`src/rtl/z80_bus_pkg.sv`:
```
// Shared types for the Z80 bus sequencer.
//   cyc_type_e : machine-cycle kinds requested by the core
//   tstate_e   : T-state encoding, also driven on T_State
//   bus_ctl_t  : registered strobe bundle (active-low strobes plus D_Oe)
//   bus_ctl()  : strobe pattern for a given T-state / cycle kind
package z80_bus_pkg;

  typedef enum logic [1:0] {
    CYC_FETCH = 2'b00,
    CYC_MEM   = 2'b01,
    CYC_IO    = 2'b10,
    CYC_RSVD  = 2'b11
  } cyc_type_e;

  typedef enum logic [2:0] {
    TS_IDLE = 3'd0,
    TS_T1   = 3'd1,
    TS_T2   = 3'd2,
    TS_TW   = 3'd3,
    TS_T3   = 3'd4,
    TS_T4   = 3'd5
  } tstate_e;

  localparam int IO_WAITS_MAX = 3;
  localparam int WAIT_CNT_W   = 2;

  typedef struct packed {
    logic m1_n;
    logic mreq_n;
    logic iorq_n;
    logic rd_n;
    logic wr_n;
    logic rfsh_n;
    logic d_oe;
  } bus_ctl_t;

  localparam bus_ctl_t BUS_IDLE = bus_ctl_t'(7'b111111_0);

  // Strobes that should be visible while the bus sits in state st.
  // T3/T4 of a fetch only carry refresh strobes when rfsh_en is set.
  function automatic bus_ctl_t bus_ctl(input tstate_e st, input cyc_type_e ty,
                                       input logic wr, input logic rfsh_en);
    bus_ctl_t c;
    c = BUS_IDLE;
    case (ty)
      CYC_FETCH: begin
        if (st inside {TS_T1, TS_T2, TS_TW}) begin
          c.m1_n   = 1'b0;
          c.mreq_n = 1'b0;
          c.rd_n   = 1'b0;
        end else if (rfsh_en && st == TS_T3) begin
          c.mreq_n = 1'b0;
          c.rfsh_n = 1'b0;
        end else if (rfsh_en && st == TS_T4) begin
          c.rfsh_n = 1'b0;
        end
      end
      CYC_MEM: begin
        if (st inside {TS_T1, TS_T2, TS_TW, TS_T3}) begin
          c.mreq_n = 1'b0;
          if (wr) begin
            c.d_oe = 1'b1;
            if (st != TS_T1) c.wr_n = 1'b0;
          end else begin
            c.rd_n = 1'b0;
          end
        end
      end
      CYC_IO: begin
        if (st inside {TS_T1, TS_T2, TS_TW, TS_T3}) begin
          if (wr) c.d_oe = 1'b1;
          if (st != TS_T1) begin
            c.iorq_n = 1'b0;
            if (wr) c.wr_n = 1'b0;
            else    c.rd_n = 1'b0;
          end
        end
      end
      default: ;
    endcase
    return c;
  endfunction

endpackage

```
`src/rtl/z80_refresh_ctr.sv`:
```
// 7-bit DRAM refresh counter (R register).
// Advances by one per completed opcode fetch, wrapping 7'h7F -> 0.
// Ports:
//   clk  in   system clock
//   rst  in   asynchronous active-high reset, clears R
//   inc  in   one-cycle increment strobe
//   r    out  current refresh count
module z80_refresh_ctr (
  input  logic       clk,
  input  logic       rst,
  input  logic       inc,
  output logic [6:0] r
);

  always_ff @(posedge clk or posedge rst) begin
    if (rst)      r <= 7'd0;
    else if (inc) r <= r + 7'd1;
  end

endmodule

```
`src/rtl/z80_bus_sequencer.sv`:
```
// Z80 machine-cycle sequencer: runs FETCH / MEM / IO cycles as T-states
// paced by Clk_En, inserting automatic (IO) and external (Wait_n) waits.
// Optional feature macro: Z80_REFRESH_EN (R counter + refresh strobes in
// fetch T3/T4). Without it RFSH_n stays high and A holds the fetch address.
// Ports:
//   Clk, Reset            clock, async active-high reset
//   Clk_En                T-state tick; nothing advances while low
//   Cyc_Req/Type/Wr       cycle request, held until Cyc_Ack
//   Addr, Dout            cycle address and write data
//   I_Reg                 upper byte of refresh address
//   Wait_n, Din           external wait and read data
//   Cyc_Ack, Cyc_Done     tick-cycle pulses: accepted / finished
//   Rd_Data               last captured read or opcode byte
//   A, D_Out, D_Oe        bus address, write data, data drive enable
//   M1_n..RFSH_n          active-low bus strobes
//   T_State               current T-state encoding
//
// state | meaning
// IDLE  | no cycle in progress, waiting for Cyc_Req
// T1    | address phase, A/D_Out just loaded
// T2    | strobe phase; wait sampled here when no auto waits
// TW    | wait state: auto IO waits count down, then Wait_n held low extends
// T3    | data phase (read capture / refresh start for fetch)
// T4    | fetch only, refresh tail
module z80_bus_sequencer
  import z80_bus_pkg::*;
#(
  parameter int IO_WAITS = 1
) (
  input  logic        Clk,
  input  logic        Reset,
  input  logic        Clk_En,
  input  logic        Cyc_Req,
  input  logic [1:0]  Cyc_Type,
  input  logic        Cyc_Wr,
  input  logic [15:0] Addr,
  input  logic [7:0]  Dout,
  input  logic [7:0]  I_Reg,
  input  logic        Wait_n,
  input  logic [7:0]  Din,
  output logic        Cyc_Ack,
  output logic        Cyc_Done,
  output logic [7:0]  Rd_Data,
  output logic [15:0] A,
  output logic [7:0]  D_Out,
  output logic        D_Oe,
  output logic        M1_n,
  output logic        MREQ_n,
  output logic        IORQ_n,
  output logic        RD_n,
  output logic        WR_n,
  output logic        RFSH_n,
  output logic [2:0]  T_State
);

  localparam int IO_WAITS_C = (IO_WAITS > IO_WAITS_MAX) ? IO_WAITS_MAX : IO_WAITS;
  // The first auto TW is entered from T2, so the counter starts one short.
  localparam logic [WAIT_CNT_W-1:0] IO_WAIT_LOAD =
    (IO_WAITS_C > 0) ? WAIT_CNT_W'(IO_WAITS_C - 1) : '0;

  tstate_e                 state_q, state_d;
  cyc_type_e               type_q, type_d;
  logic                    wr_q, wr_d;
  logic [WAIT_CNT_W-1:0]   wait_cnt_q, wait_cnt_d;
  logic [15:0]             a_q, a_d;
  logic [7:0]              d_out_q, d_out_d;
  logic [7:0]              rd_q, rd_d;
  bus_ctl_t                ctl_q, ctl_d;
  logic                    accept, last, entering_t3;
  logic [15:0]             rfsh_addr;

`ifdef Z80_REFRESH_EN
  localparam logic RFSH_EN = 1'b1;
  logic [6:0] r_cnt;

  z80_refresh_ctr u_refresh (
    .clk (Clk),
    .rst (Reset),
    .inc (Clk_En && (state_q == TS_T4)),
    .r   (r_cnt)
  );

  assign rfsh_addr = {I_Reg, 1'b0, r_cnt};
`else
  localparam logic RFSH_EN = 1'b0;
  assign rfsh_addr = {I_Reg, 8'h00};
`endif

  always_ff @(posedge Clk or posedge Reset) begin
    if (Reset) begin
      state_q    <= TS_IDLE;
      type_q     <= CYC_FETCH;
      wr_q       <= 1'b0;
      wait_cnt_q <= '0;
      a_q        <= '0;
      d_out_q    <= '0;
      rd_q       <= '0;
      ctl_q      <= BUS_IDLE;
    end else if (Clk_En) begin
      state_q    <= state_d;
      type_q     <= type_d;
      wr_q       <= wr_d;
      wait_cnt_q <= wait_cnt_d;
      a_q        <= a_d;
      d_out_q    <= d_out_d;
      rd_q       <= rd_d;
      ctl_q      <= ctl_d;
    end
  end

  always_comb begin
    state_d     = state_q;
    type_d      = type_q;
    wr_d        = wr_q;
    wait_cnt_d  = wait_cnt_q;
    a_d         = a_q;
    d_out_d     = d_out_q;
    rd_d        = rd_q;
    accept      = 1'b0;
    last        = 1'b0;
    entering_t3 = 1'b0;

    if (Clk_En) begin
      case (state_q)
        TS_IDLE: ;
        TS_T1:   state_d = TS_T2;
        TS_T2: begin
          if (type_q == CYC_RSVD) begin
            state_d = TS_T3;
          end else if (type_q == CYC_IO && IO_WAITS_C > 0) begin
            state_d    = TS_TW;
            wait_cnt_d = IO_WAIT_LOAD;
          end else if (!Wait_n) begin
            state_d    = TS_TW;
            wait_cnt_d = '0;
          end else begin
            state_d = TS_T3;
          end
        end
        TS_TW: begin
          // Auto waits ignore Wait_n; only the final one samples it.
          if (wait_cnt_q != '0) wait_cnt_d = wait_cnt_q - 1'b1;
          else if (Wait_n)      state_d    = TS_T3;
        end
        TS_T3: begin
          if (type_q == CYC_FETCH) state_d = TS_T4;
          else                     last    = 1'b1;
        end
        TS_T4:   last = 1'b1;
        default: state_d = TS_IDLE;
      endcase

      if (last) state_d = TS_IDLE;

      entering_t3 = (state_q inside {TS_T2, TS_TW}) && (state_d == TS_T3);

      if (entering_t3 && type_q == CYC_FETCH) begin
        rd_d = Din;
        if (RFSH_EN) a_d = rfsh_addr;
      end

      if (last && (type_q inside {CYC_MEM, CYC_IO}) && !wr_q) rd_d = Din;

      // Acceptance on the closing tick gives back-to-back cycles.
      if ((state_q == TS_IDLE || last) && Cyc_Req) begin
        accept  = 1'b1;
        state_d = TS_T1;
        type_d  = cyc_type_e'(Cyc_Type);
        wr_d    = Cyc_Wr && (cyc_type_e'(Cyc_Type) != CYC_FETCH);
        a_d     = Addr;
        d_out_d = Dout;
      end
    end

    ctl_d = bus_ctl(state_d, type_d, wr_d, RFSH_EN);
  end

  assign Cyc_Ack  = accept && !Reset;
  assign Cyc_Done = last;
  assign Rd_Data  = rd_q;
  assign A        = a_q;
  assign D_Out    = d_out_q;
  assign D_Oe     = ctl_q.d_oe;
  assign M1_n     = ctl_q.m1_n;
  assign MREQ_n   = ctl_q.mreq_n;
  assign IORQ_n   = ctl_q.iorq_n;
  assign RD_n     = ctl_q.rd_n;
  assign WR_n     = ctl_q.wr_n;
  assign RFSH_n   = ctl_q.rfsh_n;
  assign T_State  = state_q;

endmodule
```
`config.mk`:
```
export PLATFORM = sky130hd
export DESIGN_NAME = z80_bus_sequencer
export DESIGN_NICKNAME = d
export VERILOG_FILES = /design/src/rtl/z80_bus_pkg.sv /design/src/rtl/z80_refresh_ctr.sv /design/src/rtl/z80_bus_sequencer.sv
export SDC_FILE = /design/constraint.sdc
export NUM_CORES = 1
export LEC_CHECK = 0
export CORE_ASPECT_RATIO = 2
export CORE_MARGIN = 10
export CORE_UTILIZATION = 65
export CTS_CLUSTER_SIZE = 30
export DETAILED_ROUTE_END_ITERATION = 7
export DONT_BUFFER_PORTS = 1
export HOLD_SLACK_MARGIN = 0.15
export PLACE_DENSITY_LB_ADDON = 0.1
export SYNTH_ARGS = -nofsm -noshare
export SYNTH_HDL_FRONTEND = slang
export SYNTH_SLANG_ARGS = --single-unit
```
`constraint.sdc`:
```
create_clock -name Clk -period 5.7 [get_ports Clk]
set_clock_uncertainty 0.2 [all_clocks]
set_input_delay 1.71 -clock Clk [delete_from_list [all_inputs] [get_ports Clk]]
set_output_delay 1.71 -clock Clk [all_outputs]
set_load 0.05 [all_outputs]
```
==> impl_metrics.yaml <==
finish:
  area_delta_synth_final_pct: 5.75
  nFillCells: 251
  ff_latch_area_mm2: 0.00116
  n_antenna_cell: 0
  multi_input_area_um2: 972
  drive_above_1_share_pct: 30.5
  fin_nets: 242
placed_design:
  portBuffers: 0
  gp_congestion: 0.860
  pre_cts_ws_ps: 1340
  hpwl_um: 3860
cts:
  clk_latency_ps: 290
  max-clock-path-buffers: 2
  root_buffer: "clkbuf_8"
  htree_levels: 2
  cts.sinks: 46
  cts_resized: 0
  numCtsBuffers: 5
  path_clk_slew_ps: 80
  post-cts-setup-buffers: 0
  postCtsHoldBufs: 0
  tritoncts: "built"
sta:
  setup_viol_count_final: 0
  finalCritPeriodShare_pct: 76.4
  timing.final.ws_setup_ps: 1350
  timing.hold.ws_ps: 293
  rsz0062_at_grt: "no"
  period_needed_ps: 4350
  drv_slew: 0
  max_slew_margin_pct: 46.7
  tightest_slew_ps: 799
  tns_ps: 0
  max_freq_mhz: 230
  hold_viol_final: 0
floorplanning:
  die-area_mm2: 0.00629
  io_pins: 92
  core_area_mm2: 0.00334
  dieWidth_um: 61.3
  start_util_pct: 66.4
  die_y_um: 103
  row_count: 30
synth:
  synth.avg_cell_area_um2: 12.1
  synth_area_leaders: "dfrtp_1 46%, mux2_2 19%, dfstp_2 5.9%, ha_1 4.5%, inv_1 2.2%"
  synth_ff_type: "dfrtp_1"
  yosys_warnings: 0
  ys_top_cells_by_count: "41 x dfrtp_1, 37 x mux2_2, 13 x inv_1, 10 x nor2_1"
  synth_cells: 184
  synth_most_common_cell: "dfrtp_1"
  synth-async-reset-ratio_pct: 100
  syn_area_mm2: 0.00222
  yosys.area.top_type: "dfrtp_1"
  synth_cell_type_count: 41
  yosysSeqAreaShare_pct: 52.1
  synth_edf_count: 0
  mappedNetlistNets: 240
  synth.ff_latch_count: 46
  synth.top_cell.area_share_pct: 46.2
worst_setup_path:
  reg2reg_to: "RD_n"
  crit_chain: "nor2b_1 -> nand4_1 -> nor2_1 -> buf_4"
  r2r_start: "T_State[0]"
  critPathSlowestCell: "buf_4"
  cp.required_ps: 3790
  ff2ff_path_depth: 9
  worstPathArrival_ps: 2440
  slowest_delay_ps: 210
  critPathMaxFanout: 21
  rrSetupSlack_ps: 2510
  cp-end-kind: "output port"
  critPathKind: "input port to output port"
  startpoint_type: "input port"
hold_path:
  min-delay-start: "wait_cnt_q[1]"
  min_path_type: "register to register"
  worstHoldPathCells: 2
  hold_path_end: "wait_cnt_q[1]"
global_routing:
  track_usage_pct: 15.9
  grt_overflow: 0
  grt_max_degree: 47
  antenna_found_initial: 0
  grt_pass1_vias: 1526
  grt_pass1_wl_um: 7440
route:
  drtIter0Drc: 32
  ant_nets: 0
  drcViolationCount: 0
  vias_per_cell: 6.41
  vias: 1403
  wirelength_um: 4890
  wl_per_cell_um: 22.3
  drt_first_pass_iters: 4
run_status:
  status: "complete, no violations"
job:
  drv_cap: 0
cell type report:
type | instances | area share (%)
inverter | 13 | 2.08
clock buffer | 7 | 3.25
timing repair buffer | 3 | 0.959
multi-input combinational | 117 | 41.4
clock inverter | 1 | 1.28
tap | 32 | 1.71
sequential | 46 | 49.3
worst max-delay path by stage:
stage / start / endpoint
6_report: Clk_En / Cyc_Ack
4_1_cts: Clk_En / Cyc_Ack
5_1_grt: Clk_En / Cyc_Ack
3_3_place_gp: Clk_En / Cyc_Ack
2_1_floorplan: Clk_En / Cyc_Ack
3_5_place_dp: Clk_En / Cyc_Ack
state kept, by name, summed over array words and instances, names as in the netlist, 2 cells and up:
| signal | cells |
|---|---|
| A | 16 |
| D_Out | 8 |
| Rd_Data | 8 |
| T_State | 3 |
| type_q | 2 |
| wait_cnt_q | 2 |
logic make-up after synthesis:
| group | count (synthesis) | share of synthesized area [%] |
|---|---|---|
| compound gates | 31 | 9.92 |
| mux | 39 | 19.9 |
| fa+ha+maj | 8 | 4.51 |
| buf+inv | 21 | 4.06 |
| simple gates | 38 | 9.30 |
| flops | 46 | 52.1 |
| other cells | 1 | 0.169 |
worst max-delay path, delay by kind of cell:
family	cells	cell delay, ps
simple gates	3	520
buf+inv	1	210
stage by stage:
step | utilization, % | instance area, um^2 | cells
global placement | 67.1 | 2240 | 211
finish | 70.3 | 2350 | 219
global route | 70.3 | 2350 | 219
CTS | 70.3 | 2350 | 219
floorplan | - | 2220 | 184
detailed placement | 67.1 | 2240 | 211
cell usage in the layout, fill, tap and decap left out, types with 2 or more instances in the layout:
cell type and instances:
and3_1 2, clkbuf_1 2, clkbuf_8 5, inv_1 12, a31oi_1 4, nor2_1 10
dfstp_2 5, ha_1 8, a21oi_1 4, a21boi_0 2, nand3b_1 2, nor2b_1 4
o22ai_1 3, o21ai_0 8, mux2_2 37, buf_4 3, dfrtp_1 41, nand2b_1 6
nand4_1 2, nand2_1 6
routing by layer:
metal  track usage (%)  vias to the layer above  part of all wire [%]  wire length, um
li1                  -                      650                     -                -
met1              14.1                      693                    31             1500
met4              6.55                        0                   1.2               59
met2              28.5                       56                    57             2790
met3              7.89                        4                    11              540
met5                 0                        -                     0                0
Power is left out: the tool's default activity adds up to more than one toggle a clock period on the data nets, which glitch-free logic cannot reach.
